==> src/rtl/ctrl_seq_pkg.sv <==
// ctrl_seq_pkg: opcodes, state encoding and strobe record shared by ctrl_sequencer and its decoder
package ctrl_seq_pkg;
  localparam int DEF_DATA_W = 32;
  localparam int DEF_OP_W = 2;
  localparam logic [1:0] OP_NOP = 2'd0;
  localparam logic [1:0] OP_LDI = 2'd1;
  localparam logic [1:0] OP_ADDI = 2'd2;
  localparam logic [1:0] OP_ADDMV = 2'd3;
  localparam logic [1:0] ST_IDLE = 2'd0;
  localparam logic [1:0] ST_EX1 = 2'd1;
  localparam logic [1:0] ST_EX2 = 2'd2;
  localparam logic [1:0] ST_DONE = 2'd3;
  typedef struct packed {
    logic ra_out;
    logic rb_out;
    logic rz_out;
    logic ra_in;
    logic rb_in;
    logic rz_in;
    logic done;
  } strobe_t;
endpackage

==> src/rtl/ctrl_strobe_decode.sv <==
// ctrl_strobe_decode: pure state+op to strobe/immediate decoder, registered by ctrl_sequencer
module ctrl_strobe_decode
  import ctrl_seq_pkg::*;
#(
  parameter int DATA_W = DEF_DATA_W,
  parameter int OP_W = DEF_OP_W
) (
  input  logic [1:0]        state,
  input  logic [OP_W-1:0]   op,
  input  logic [DATA_W-1:0] imm,
  output strobe_t           strobe,
  output logic [DATA_W-1:0] add_imm,
  output logic [DATA_W-1:0] a_imm
);
  logic ex1, ex2, ldi, add;
  assign ex1 = state == ST_EX1;
  assign ex2 = state == ST_EX2;
  assign ldi = op == OP_W'(OP_LDI);
  assign add = op == OP_W'(OP_ADDI) || op == OP_W'(OP_ADDMV);
  always_comb begin
    strobe = '0;
    strobe.ra_in = ex1 && ldi;
    strobe.ra_out = ex1 && add;
    strobe.rz_in = ex1 && add;
    strobe.rz_out = ex2;
    strobe.rb_in = ex2;
    strobe.done = state == ST_DONE;
    add_imm = (ex1 && add) ? imm : '0;
    a_imm = (ex1 && ldi) ? imm : '0;
  end
endmodule

==> src/rtl/ctrl_sequencer.sv <==
// ctrl_sequencer: steps one micro-instruction through T-states driving datapath strobes.
// Optional CTRL_SEQ_RETIRE_CNT_EN adds a 16-bit retire counter output.
module ctrl_sequencer
  import ctrl_seq_pkg::*;
#(
  parameter int DATA_W = DEF_DATA_W,
  parameter int OP_W = DEF_OP_W
) (
  input  logic              clock,
  input  logic              clear,
  input  logic              instr_valid,
  output logic              instr_ready,
  input  logic [OP_W-1:0]   instr_op,
  input  logic [DATA_W-1:0] instr_imm,
  output logic              RAout,
  output logic              RBout,
  output logic              RZout,
  output logic              RAin,
  output logic              RBin,
  output logic              RZin,
  output logic [DATA_W-1:0] AddImmediate,
  output logic [DATA_W-1:0] RegisterAImmediate,
  output logic              busy,
  output logic              done
`ifdef CTRL_SEQ_RETIRE_CNT_EN
  ,
  output logic [15:0]       retire_cnt
`endif
);
  logic [1:0] state, n_state;
  logic [OP_W-1:0] op_q, d_op;
  logic [DATA_W-1:0] imm_q, d_imm, add_d, a_d;
  strobe_t stb_d, stb_q;
  logic accept, exec;
  assign instr_ready = state == ST_IDLE && !clear;
  assign accept = instr_valid && instr_ready;
  // Undefined opcodes fall through the NOP path straight to DONE
  assign exec = instr_op == OP_W'(OP_LDI) || instr_op == OP_W'(OP_ADDI) || instr_op == OP_W'(OP_ADDMV);
  always_comb begin
    d_op = accept ? instr_op : op_q;
    d_imm = accept ? instr_imm : imm_q;
    n_state = state == ST_IDLE ? (accept ? (exec ? ST_EX1 : ST_DONE) : ST_IDLE) :
              state == ST_EX1  ? (op_q == OP_W'(OP_ADDMV) ? ST_EX2 : ST_DONE) :
              state == ST_EX2  ? ST_DONE : ST_IDLE;
  end
  // Decode from the next state so every output lands in a flop aligned with its state
  ctrl_strobe_decode #(.DATA_W(DATA_W), .OP_W(OP_W)) u_dec (
    .state  (n_state),
    .op     (d_op),
    .imm    (d_imm),
    .strobe (stb_d),
    .add_imm(add_d),
    .a_imm  (a_d)
  );
  always_ff @(posedge clock or posedge clear) begin
    if (clear) begin
      state <= ST_IDLE;
      op_q <= '0;
      imm_q <= '0;
      stb_q <= '0;
      AddImmediate <= '0;
      RegisterAImmediate <= '0;
      busy <= 1'b0;
    end else begin
      state <= n_state;
      op_q <= d_op;
      imm_q <= d_imm;
      stb_q <= stb_d;
      AddImmediate <= add_d;
      RegisterAImmediate <= a_d;
      busy <= n_state != ST_IDLE;
    end
  end
  assign RAout = stb_q.ra_out;
  assign RBout = stb_q.rb_out;
  assign RZout = stb_q.rz_out;
  assign RAin = stb_q.ra_in;
  assign RBin = stb_q.rb_in;
  assign RZin = stb_q.rz_in;
  assign done = stb_q.done;
`ifdef CTRL_SEQ_RETIRE_CNT_EN
  always_ff @(posedge clock or posedge clear) begin
    if (clear) retire_cnt <= '0;
    else if (n_state == ST_DONE) retire_cnt <= retire_cnt + 16'd1;
  end
`endif
endmodule

==> config.mk <==
export PLATFORM = sky130hd
export DESIGN_NAME = ctrl_sequencer
export DESIGN_NICKNAME = d
export VERILOG_FILES = /design/src/rtl/ctrl_seq_pkg.sv /design/src/rtl/ctrl_strobe_decode.sv /design/src/rtl/ctrl_sequencer.sv
export SDC_FILE = /design/constraint.sdc
export NUM_CORES = 1
export LEC_CHECK = 0
export ABC_AREA = 1
export CAP_MARGIN = 5
export CELL_PAD_IN_SITES_DETAIL_PLACEMENT = 1
export CELL_PAD_IN_SITES_GLOBAL_PLACEMENT = 1
export CORE_MARGIN = 1
export CORE_UTILIZATION = 36
export CTS_CLUSTER_SIZE = 16
export DETAILED_ROUTE_END_ITERATION = 8
export GPL_ROUTABILITY_DRIVEN = 0
export MAX_ROUTING_LAYER = met4
export PLACE_DENSITY = 0.87
export SYNTH_ARGS = -nofsm -noshare
export SYNTH_HDL_FRONTEND = slang
export SYNTH_SLANG_ARGS = --single-unit
export TNS_END_PERCENT = 5
==> constraint.sdc <==
create_clock -name clock -period 2 [get_ports clock]
set_input_delay 0.2 -clock clock [delete_from_list [all_inputs] [get_ports clock]]
set_output_delay 0.2 -clock clock [all_outputs]
set_load 0.005 [all_outputs]
==> results.toml <==
[finish]
final_cell_area_sq_mm = 0.00518
fill_cells = 1158
diodes = 0
drive_above_1_share = 0.121
nets = 505
area_growth_pct = 35.7
fin_util = 0.502

[clock_tree]
insertion_delay_ns = 0.36
cts_inserted_buffers = 9
cts_max_level = 3
cts_setup_buffers = 0
cts_tree = "built"
clk_pin_slew_ns = 0.09
clock_sinks = 105
cts.repair.resized = 1
hold_buffers = 0
cts.path.max_buffers = 2
cts-root-buf = "clkbuf_8"

[placement]
pre_cts_ws_ns = 0.126
dpl_cell_area_sq_mm = 0.00500
port_buffers = 108
place_hpwl_um = 5630

[sta]
tightest_slew_ns = 0.538
setup_viol = 0
hold_violations = 0
setup_tns_ns = 0
rsz0062_at_grt = "no"
setup_ws_ns = 0.135
slew_violations = 0
slew-limit-headroom = 0.641
period_share = 0.933
finalCriticalPeriod_ns = 1.87
max_freq_mhz = 536
clock_skew_ns = 0.00721

[worst_setup_path]
critPathLaunch = "state[0]"
r2r_cells = 10
crit_fanout = 3
endpoint_kind = "output port"
r2r_start = "state[1]"
reg2reg_slack_ns = 0.29
arrival_ns = 1.67
start_kind = "flip-flop"
required_ns = 1.80
critPathKind = "reg2out"

[synth]
yosysWarnings = 0
syn_inst = 357
synth_ff_type = "dfrtp_1"
synthDistinctLibCells = 17
avgSynthCellArea_sq_um = 10.7
ys_ff_latch = 105
synthesis.area_sq_mm = 0.00382
synth_edf_count = 0
seq_area_frac_synth = 0.688
async_flop_share = 1.00
syn_nets = 397
yosys-top-cells-count = "dfrtp_1 (105), inv_1 (78), nor2_1 (43)"
synth_top_area_cell = "dfrtp_1"
synth_area_leaders = "dfrtp_1 (69%), inv_1 (7.7%), nor2_2 (4.3%)"
yosysMostFrequentCell = "dfrtp_1"
synth_top_area_frac = 0.688

[die]
pin_count = 110
fp.dieH_um = 105
die_area_sq_mm = 0.0110
coreArea_sq_mm = 0.0103
dieWidth_um = 105
initial_core_util = 0.370
rows = 37

[power]
internal-power_mw = 4.44
pwr-share-seq = 0.449
swShare = 0.340
p_leak_nw = 2.68
power_density_mw_per_mm2 = 1300
pwr-share-clk = 0.176
vdd_drop_max_v = 0.000633
switching_power_mw = 2.29
comb_power_share = 0.375

[drt]
dr.pass1.iters = 4
drtAntennaViolNets = 0
routedWlPerCell_um = 13.5
wl_um = 8160
drtIter0Drc = 56
drt-vias-per-instance = 4.34
drc = 0
via_count = 2631

[grt]
grt_pass1_vias = 2811
grt_max_degree = 106
grt_util_all_layers = 0.167
gr-total-overflow = 0
grt_pass1_wl_um = 13600
antenna_found_initial = 0

[run_status]
outcome = "finished, final reports clean"

[min_path]
hp-class = "in2async"

[job]
maxCapViolCount = 0
## per-layer routing
| metal | vias to the layer above | routed length, um | track usage |
|---|---|---|---|
| met5 | - | 0 | - |
| met1 | 1304 | 3440 | 0.194 |
| met2 | 75 | 4230 | 0.281 |
| met3 | 13 | 371 | 0.0412 |
| li1 | 1239 | - | - |
| met4 | 0 | 120 | 0.0634 |
## area by class of cell
class	count	area (sq um)	area share
clock buffers	12	145	0.0280
clock inverters	4	26.3	0.00507
inverters	82	310	0.0599
multi-input cells	154	761	0.147
flip-flops and latches	105	2630	0.507
well taps	136	170	0.0328
repair buffers	113	1140	0.221
## path summary, 6_finish.rpt
path | end
min reg2reg | op_q[1]
max | instr_ready
max reg2reg | AddImmediate[7]
max in group asynchronous | AddImmediate[13]
min | RegisterAImmediate[1]
min in group clock | imm_q[19]
## sequential cells by signal, summed over array words and instances, names as in the netlist, 2 cells and up
register            flops
AddImmediate           32
RegisterAImmediate     32
imm_q                  32
op_q                    2
state                   2
## cell usage in the layout, fill, tap and decap left out, drive strengths merged
master	instances
ha	3
conb	1
inv	83
o21ai	33
clkinvlp	1
clkinv	2
dfrtp	105
clkdlybuf4s50	108
clkbuf	12
nand3	4
nor2	69
buf	5
nand2	44
## stage by stage
| step | hold WS, ns | instances | power (mW) |
|---|---|---|---|
| global placement | 0.554 | 590 | 5.43 |
| finish | 0.396 | 606 | 6.73 |
| detailed placement | 0.579 | 590 | 5.61 |
| floorplan | 0.355 | 357 | 4.47 |
| CTS | 0.412 | 606 | 6.82 |
| global route | 0.445 | 606 | 7.26 |
## kinds of logic after synthesis
group                      synth area share
adders and majority gates           0.00982
buffers and inverters                 0.117
and+or+nand+nor                       0.142
DFF                                   0.688
other                              0.000981
AOI/OAI and AO/OA                    0.0432
## worst max-delay path: stages, from the launching register on
cell and delay, ns:
dfrtp_1 0.40, inv_2 0.09, ha_4 0.17, inv_2 0.05, nor2_2 0.10, clkdlybuf4s50_1 0.51
## power groups by stage
stage               clock, mW  combinational [mW]  sequential (mW)
floorplan                   0                1.41             3.06
global placement            0                2.39             3.03
detailed placement          0                2.54             3.07
CTS                      1.23                2.56             3.03
global route             1.31                2.86             3.09
finish                   1.19                2.53             3.02
Power figures use the tool's default switching activity.
